<file path="src/rtl/btn_debounce_pulse.sv">
// Per-button 2-FF synchronizer, debounce FSM and one-cycle press pulse; N_BTN independent slices.
// Level/pulse change DB_CYCLES+2 cycles after a stable raw change; no flow control, outputs registered.
module btn_debounce_pulse #(
    parameter int N_BTN     = 3,
    parameter int DB_CYCLES = 1000000,
    parameter int CNT_W     = 20
) (
    input  logic             i_clock,
    input  logic             i_reset,
    input  logic [N_BTN-1:0] i_btn,
    output logic [N_BTN-1:0] o_pulse,
    output logic [N_BTN-1:0] o_level
);

    typedef enum logic [1:0] {
        IDLE         = 2'd0,
        WAIT_PRESS   = 2'd1,
        PRESSED      = 2'd2,
        WAIT_RELEASE = 2'd3
    } state_t;

    localparam int unsigned        LAST     = DB_CYCLES - 1;
    localparam logic [CNT_W-1:0]   CNT_LAST = LAST[CNT_W-1:0];
    localparam logic [CNT_W-1:0]   CNT_ONE  = {{(CNT_W-1){1'b0}}, 1'b1};

    for (genvar g = 0; g < N_BTN; g++) begin : g_slice
        logic             s1;
        logic             s2;
        state_t           state;
        logic [CNT_W-1:0] cnt;
        logic             pulse;
        logic             level;

        always_ff @(posedge i_clock) begin
            if (i_reset) begin
                s1    <= 1'b0;
                s2    <= 1'b0;
                state <= IDLE;
                cnt   <= '0;
                pulse <= 1'b0;
                level <= 1'b0;
            end else begin
                s1    <= i_btn[g];
                s2    <= s1;
                pulse <= 1'b0;
                case (state)
                    IDLE: begin
                        if (s2) begin
                            state <= WAIT_PRESS;
                            cnt   <= '0;
                        end
                    end
                    WAIT_PRESS: begin
                        if (!s2) begin
                            state <= IDLE;
                        end else if (cnt == CNT_LAST) begin
                            state <= PRESSED;
                            pulse <= 1'b1;
                            level <= 1'b1;
                        end else begin
                            cnt <= cnt + CNT_ONE;
                        end
                    end
                    PRESSED: begin
                        if (!s2) begin
                            state <= WAIT_RELEASE;
                            cnt   <= '0;
                        end
                    end
                    WAIT_RELEASE: begin
                        // a bounce back to 1 keeps the level high and must not re-pulse
                        if (s2) begin
                            state <= PRESSED;
                        end else if (cnt == CNT_LAST) begin
                            state <= IDLE;
                            level <= 1'b0;
                        end else begin
                            cnt <= cnt + CNT_ONE;
                        end
                    end
                    default: state <= IDLE;
                endcase
            end
        end

        assign o_pulse[g] = pulse;
        assign o_level[g] = level;
    end

endmodule

</file>
<file path="config.mk">
export PLATFORM = sky130hd
export DESIGN_NAME = btn_debounce_pulse
export DESIGN_NICKNAME = d
export VERILOG_FILES = /design/src/rtl/btn_debounce_pulse.sv
export SDC_FILE = /design/constraint.sdc
export NUM_CORES = 1
export LEC_CHECK = 0
export BUFFER_PORTS_ARGS = -buffer_cell sky130_fd_sc_hd__buf_2
export CAP_MARGIN = 20
export CORE_ASPECT_RATIO = 1.75
export CORE_MARGIN = 2
export CORE_UTILIZATION = 58
export CTS_BUF_LIST = sky130_fd_sc_hd__clkbuf_8
export DETAILED_ROUTE_END_ITERATION = 8
export PLACE_DENSITY = 0.84
export SYNTH_ARGS = -nofsm -noshare
export SYNTH_HDL_FRONTEND = slang
export SYNTH_SLANG_ARGS = --single-unit
export TNS_END_PERCENT = 10
</file>
<file path="constraint.sdc">
create_clock -name i_clock -period 1.9 [get_ports i_clock]
set_clock_uncertainty 0.15 [all_clocks]
set_input_delay 0.19 -clock i_clock [delete_from_list [all_inputs] [get_ports i_clock]]
set_output_delay 0.19 -clock i_clock [all_outputs]
set_load 0.01 [all_outputs]
</file>
# Word level (Yosys, flattened, before mapping)
# Index checks and enable logic that the tools add are counted.
totals:
  word_cells: 138
  ff_bits: 78
  output_inout_bits: 6
classes:
  n_eq_ne: 36
  add_sub_neg: 3
  muxes: 57
  bitwise: 6
  reduce_logical: 18
op_table:
  columns: ["cell", "count"]
  rows:
  - ["2-to-1 mux 20 bit", 15]
  - ["case mux 20 bit (4 select lines)", 3]
  - ["adder 20 x 1 -> 20 bit (second input constant)", 3]
  - ["equality test 20 bit (second input constant)", 3]
  - ["2-to-1 mux 2 bit", 18]
  - ["!= test 2 bit (second input constant)", 18]
  - ["case mux 2 bit (4 select lines)", 3]
  - ["AND reduction 4 bit", 6]
  - ["!= test 3 bit (second input constant)", 6]
  - ["2-to-1 mux 1 bit", 15]
  - ["AND reduction 5 bit", 3]
  - ["equality test 2 bit (second input constant)", 6]
  - ["OR reduction 3 bit", 3]
  - ["equality test 2 x 1 -> 1 bit (second input constant)", 3]
  - ["zero test 2 bit", 3]
  - ["NOT 1 bit", 6]
  - ["case mux 1 bit (2 select lines)", 3]
  - ["nonzero test 2 bit", 3]

# Logic depth before layout (Yosys ltp)
# Gate-level depths: netlist of run 1.
depth:
  ltp_word: 4
  depth_mapped: 8
  depth_no_buf: 6

# Worst setup path after synthesis of run 1
# OpenSTA, ideal clock, no wires.
synth_path:
  kind: "reg-to-reg"
  startpoint: "register g_slice[2].cnt[12]"
  endpoint: "register g_slice[2].cnt[6]"
  period_less_slack_ns: 1.983
  required_time_ns: 1.634
  stages_incl_launch_ff: 5
  n_path_buf: 0
  t_arrival_ns: 1.717
  slack_ns: -0.083
  path_cell_list: "dfxtp_1 or4b_1 or3_1 o21a_1 a31o_2"
synth_via:
  elab_chain_len: 4
synth_rtl:
  columns: ["item", "line", "rtl"]
  rows:
  - ["start: declaration", "30", "logic [CNT_W-1:0] cnt;"]
  - ["start signal: assignment", "61", "cnt <= cnt + CNT_ONE;"]
  - ["start signal: assignment", "78", "cnt <= cnt + CNT_ONE;"]
  - ["equality test 20 bit *", "56, 74", null]
  - ["2-to-1 mux 20 bit *", null, null]
  - ["2-to-1 mux 20 bit (on tied branches)", null, null]
  - ["case mux 20 bit (4 select lines) *", null, null]
# Mark *: on every way between the ends. The rest lies on a longest branch, timed or not. The select of a mux whose other input is x is not followed.
# A chain may end at the register's enable or synchronous reset.

# Worst setup path in the final report of run 1
layout_path:
  startpoint: "register g_slice[2].cnt[7]"
  endpoint: "register g_slice[2].cnt[3]"
# The elaborated chain is that of the path after synthesis.

==> impl_metrics.json, run 1 <==
{
  "timing.fmax_ghz": 0.4927,
  "grt_use_total_pct": 28.62,
  "vias": 3948,
  "syn_area_um2": 3880,
  "synth_warnings": 0,
  "antenna_found_initial": 0,
  "drc": 0,
  "fin_crit_sh_pct": 106.8,
  "drive_gt1_share_pct": 29.55,
  "yosysSeqAreaShare_pct": 40.25,
  "status": "finished, violations left",
  "holdWs_ps": 296.7,
  "grt_pass1_vias": 3898,
  "worst_slack_ps": -129.5,
  "cts_root_buf": "clkbuf_8",
  "leakagePower_nw": 1.777,
  "end_kind": "register",
  "synth_area_per_cell_um2": 8.186,
  "diodes": 0,
  "powerDensity_nw_per_um2": 615.9,
  "synth_top_cell_area_share_pct": 40.25,
  "postSynthNetCount": 482,
  "syn_inst": 474,
  "drt-total-wl_um": 10520,
  "grt_pass1_wl_um": 16600,
  "pre_cts_slack_ps": -101.7,
  "routabilityCongestion": 0.9438,
  "cp.required_ps": 2040,
  "start_kind": "register",
  "worst_ep_arrival_time_ps": 2170,
  "final_antenna_net_count": 0,
  "n_fill_cell": 436,
  "placed_cell_area_um2": 4501,
  "hold_path.class": "register to register",
  "setup_viol": 11,
  "cts_tree": "yes",
  "critPathMaxFanout": 7,
  "yosys-top-cells-area": "dfxtp_1 (40%), nor2_1 (4.7%), nand2_1 (4.4%), xnor2_1 (3.8%), a21oi_1 (3.4%)",
  "grt_overflow_total": 0,
  "final_area_um2": 4981,
  "nets": 559,
  "violations": "negative setup slack",
  "num_rows": 39,
  "worst_slew_pin_slew_ps": 388.8,
  "viasPerCell": 6.198,
  "dr.pass1.iters": 5,
  "fp.dieH_um": 112.2,
  "core_area_um2": 6490,
  "dp_cells": 615,
  "ys.flop_type": "dfxtp_1",
  "clk_pin_slew_worst_paths_ps": 80,
  "synth-edff-count": 0,
  "final_cells": 637,
  "layout_common_cells": "buf_4 (77), dfxtp_1 (65), nor2_1 (48)",
  "hold_violations": 0,
  "layout_commonest_cell": "buf_4",
  "cap_violations": 0,
  "io_buffer_count": 10,
  "ir_drop_mv": 0.6063,
  "min_period_ps": 2030,
  "grt_max_degree": 19,
  "synthToLayoutAreaGrowth_pct": 28.38,
  "ys_seq_elements": 78,
  "drt-initial-drc-count": 316,
  "synth-async-reset-ratio_pct": 0,
  "yosysUniqueCellTypes": 56,
  "fp.dieW_um": 65.83,
  "grt_setup_unrepaired": "true",
  "clk_latency_ps": 370,
  "yosys.area.top_type": "dfxtp_1",
  "slew_headroom_pct": 73.74,
  "ios": 11,
  "drv_slew": 0,
  "clock-sinks": 78,
  "crit_type": "register to register",
  "dieArea_um2": 7385,
  "wl_per_cell_um": 16.51,
  "hpwl_um": 7075,
  "cts_made_buffers": 9,
  "initial_core_util_pct": 59.78,
  "clk_path_buf_depth": 2,
  "h-tree-depth": 3
}
==> cell families after synthesis <==
logic type               count (synthesis)  synth area share (%)
XOR/XNOR                                27                 6.095
adder cells (fa/ha/maj)                  3                0.9675
multiplexers                             8                 2.161
buffers and inverters                   42                 4.708
AO/OA/AOI/OAI                           92                 15.29
AND/OR/NAND/NOR                        224                 30.54
flip-flops                              78                 40.25
==> flip-flops by register name (all words and copies together), names as in the netlist, named ones only <==
signal and cells:
g_slice.pulse 3, g_slice.s2 3, g_slice.level 3, g_slice.cnt 60, g_slice.s1 3, g_slice.state 3
==> area by class of cell <==
cell class	instances	area [um2]	area share [%]
multi-input cells	354	2345	47.07
flip-flops and latches	78	1583	31.78
repair buffers	95	713.2	14.32
clock buffers	10	137.6	2.763
well taps	82	102.6	2.060
clock inverters	5	51.30	1.030
inverters	13	48.80	0.9797
==> stage by stage <==
stage	total power [mW]	util (%)	setup TNS, ps
final	3.068	76.75	-622.9
after global routing	3.166	76.75	-3181
after CTS	3.063	73.68	-546.6
after detailed placement	1.852	69.35	-954.9
after global placement	1.845	69.35	-161.3
after floorplan	1.800	-	-141.1
==> synth_stat cells, drive strengths merged, types with 3 or more instances <==
library cell	instances
nand2	45
xnor2	17
a31oi	5
or3	9
nor2b	10
and3	7
nand4	11
o21a	3
a21oi	26
a22oi	10
and4	5
nor2	49
inv	13
clkbuf	19
nor3b	3
nor3	19
nand2b	5
or2	3
nor4b	9
or4	6
mux2	3
nor4	7
nand3b	4
mux2i	5
ha	3
buf	10
o21ai	24
xor2	10
dfxtp	78
o2111ai	4
nand3	25
==> layer usage <==
metal,part of all wire [%],GRT usage [%]
met1,37,28.78
met2,55,51.99
met3,3.0,4.709
met4,5.0,18.61
met5,0,0
==> power by group <==
group	total, mW	switching, mW	internal [mW]	leakage [nW]
combinational	0.165	0.0979	0.0670	1.04
clock	1.24	0.613	0.626	0.0993
sequential	1.66	0.0140	1.65	0.637
total	3.07	0.725	2.34	1.78
==> what timing repair did <==
| item | 4_1_cts | 5_1_grt |
|---|---|---|
| hold buffers | 4 | 0 |
| setup buffers | 0 | 4 |
| setup endpoints to repair | 41 | 64 |
| hold endpoints to repair | 8 | 0 |
| resized for setup | 13 | 45 |
| pin swaps | 1 | 10 |
==> final timing paths <==
check,depth (start not counted),end,from,slack (ps)
max,5,g_slice[2].cnt[3],g_slice[2].cnt[7],-130
min,1,g_slice[2].s2,g_slice[2].s1,300
max reg2reg,5,g_slice[2].cnt[3],g_slice[2].cnt[7],-130
min reg2reg,1,g_slice[2].s2,g_slice[2].s1,300
==> critical path: stages, from the launching register on <==
cell	delay [ps]
dfxtp_2	330
or4b_4	530
or3_4	400
o21a_4	240
nand4_1	110
mux2i_1	190
Note: power is estimated with default switching activity, not from simulation.
==> inputs of run 2 (changes only) <==
--- a/config.mk
+++ b/config.mk
@@ -9,10 +9,10 @@
 export CAP_MARGIN = 20
 export CORE_ASPECT_RATIO = 1.75
 export CORE_MARGIN = 2
-export CORE_UTILIZATION = 58
+export CORE_UTILIZATION = 64
 export CTS_BUF_LIST = sky130_fd_sc_hd__clkbuf_8
 export DETAILED_ROUTE_END_ITERATION = 8
-export PLACE_DENSITY = 0.84
+export PLACE_DENSITY = 0.88
 export SYNTH_ARGS = -nofsm -noshare
 export SYNTH_HDL_FRONTEND = slang
 export SYNTH_SLANG_ARGS = --single-unit
==> constraint.sdc (replaced) <==
create_clock -name i_clock -period 2 [get_ports i_clock]
set_clock_uncertainty 0.15 [all_clocks]
set_input_delay 0.2 -clock i_clock [delete_from_list [all_inputs] [get_ports i_clock]]
set_output_delay 0.2 -clock i_clock [all_outputs]
set_load 0.01 [all_outputs]
==> impl_metrics.json, run 2 (same netlist as run 1, synthesis figures left out) <==
{
  "hold_path.class": "input port to register",
  "ir_drop_mv": 0.5663,
  "violations": "negative setup slack",
  "fin_crit_sh_pct": 103.2,
  "dr.pass1.iters": 5,
  "layout_commonest_cell": "dfxtp_1",
  "io_buffer_count": 10,
  "layout_common_cells": "dfxtp_1 (66), buf_4 (54), nor2_1 (48)",
  "grt_pass1_vias": 3706,
  "drt-total-wl_um": 10480,
  "startpoint": "g_slice[0].cnt[8]",
  "wl_per_cell_um": 17.27,
  "cts_root_buf": "clkbuf_8",
  "cp.required_ps": 2150,
  "hold_start": "i_reset",
  "setup_viol": 1,
  "hpwl_um": 6920,
  "power_frac_comb_pct": 5.1,
  "start_kind": "register",
  "grt_overflow_total": 0,
  "num_rows": 37,
  "grt_pass1_wl_um": 16720,
  "cts_tree": "yes",
  "largest_reg_flops": 60,
  "antenna_found_initial": 0,
  "final_antenna_net_count": 0,
  "regMostFlops": "g_slice.cnt",
  "grt_use_total_pct": 31.43,
  "final_cells": 607,
  "critPathMaxFanout": 6,
  "p_seq_share_pct": 54.1,
  "pre_cts_slack_ps": -33.43,
  "fp.dieW_um": 62.86,
  "hold_violations": 0,
  "leakagePower_nw": 1.651,
  "clk_pin_slew_worst_paths_ps": 90,
  "nets": 532,
  "dp_cells": 586,
  "crit_type": "register to register",
  "ios": 11,
  "cts_made_buffers": 9,
  "clock-sinks": 78,
  "switching_share_pct": 23.67,
  "worst_slew_pin_slew_ps": 496.3,
  "clk_path_buf_depth": 2,
  "r2r_start": "g_slice[0].cnt[8]",
  "initial_core_util_pct": 65.99,
  "drive_gt1_share_pct": 24.01,
  "grt_max_degree": 20,
  "viasPerCell": 6.295,
  "ff_latch_area_um2": 1582,
  "slew_headroom_pct": 66.68,
  "multi_input_area_um2": 2296,
  "clk_latency_ps": 360,
  "switchingPower_uw": 692.3,
  "powerDensity_nw_per_um2": 619.5,
  "cap_violations": 0,
  "status": "finished, violations left",
  "h-tree-depth": 3,
  "worst_ep_arrival_time_ps": 2220,
  "drc": 0,
  "grt_setup_unrepaired": "true",
  "timing.fmax_ghz": 0.4844,
  "p_int_mw": 2.232,
  "worst_slack_ps": -64.40,
  "drt-initial-drc-count": 311,
  "routabilityCongestion": 0.8571,
  "vias": 3821,
  "n_fill_cell": 366,
  "synthToLayoutAreaGrowth_pct": 21.67,
  "drv_slew": 0,
  "diodes": 0,
  "min_period_ps": 2064,
  "fp.dieH_um": 107,
  "holdWs_ps": 38.32,
  "core_area_um2": 5879,
  "p_clk_share_pct": 40.7,
  "dieArea_um2": 6725,
  "end_kind": "register"
}
run 2: power groups by stage:
stage	clock network, mW	registers (mW)	logic [mW]
6_report	1.19	1.58	0.150
3_3_place_gp	0	1.62	0.131
3_5_place_dp	0	1.62	0.136
5_1_grt	1.26	1.58	0.163
2_1_floorplan	0	1.62	0.0923
4_1_cts	1.21	1.58	0.142
run 2: final timing paths:
path | to | depth (start not counted) | slack, ps
worst min-delay path | g_slice[0].cnt[12] | 2 | 40
worst max-delay path | g_slice[0].cnt[15] | 6 | -60
worst max register to register | g_slice[0].cnt[15] | 6 | -60
worst min register to register | g_slice[1].s2 | 1 | 300
run 2: area by class of cell:
| type | instances | area share [%] |
|---|---|---|
| multi-input combinational | 354 | 48.63 |
| sequential | 78 | 33.50 |
| timing repair buffer | 68 | 10.52 |
| clock buffer | 10 | 2.915 |
| tap | 78 | 2.067 |
| clock inverter | 6 | 1.325 |
| inverter | 13 | 1.034 |
run 2: per-stage QoR:
stage	TNS (ps)	power (mW)	area, um2	utilization (%)
CTS	-86.58	2.932	4538	77.19
finish	-64.40	2.925	4721	80.29
global route	-352.6	3.008	4721	80.29
floorplan	0	1.709	3880	-
detailed placement	-101.8	1.757	4292	72.99
global placement	-3.978	1.750	4292	72.99
run 2: metal layers:
layer,part of all wire (%),vias up,global-route usage [%]
met5,0,-,0
met4,4.3,0,14.92
met3,3.6,50,5.561
met2,55,128,61.14
met1,37,1835,31.54
li1,-,1808,-
run 2: worst max-delay path, stage by stage (launching register included):
cell	delay, ps
dfxtp_1	370
nor4b_1	450
nand4_1	140
buf_4	180
o21a_1	240
o22ai_1	270
a22o_1	210
run 2: repair_timing:
item                                   4_1_cts  5_1_grt
pin swaps                                    0       12
endpoints found under the hold margin        3        0
hold buffers                                 3        0
gates resized for setup                      4       42
setup endpoints to repair                   11       44
setup buffers                                0        2
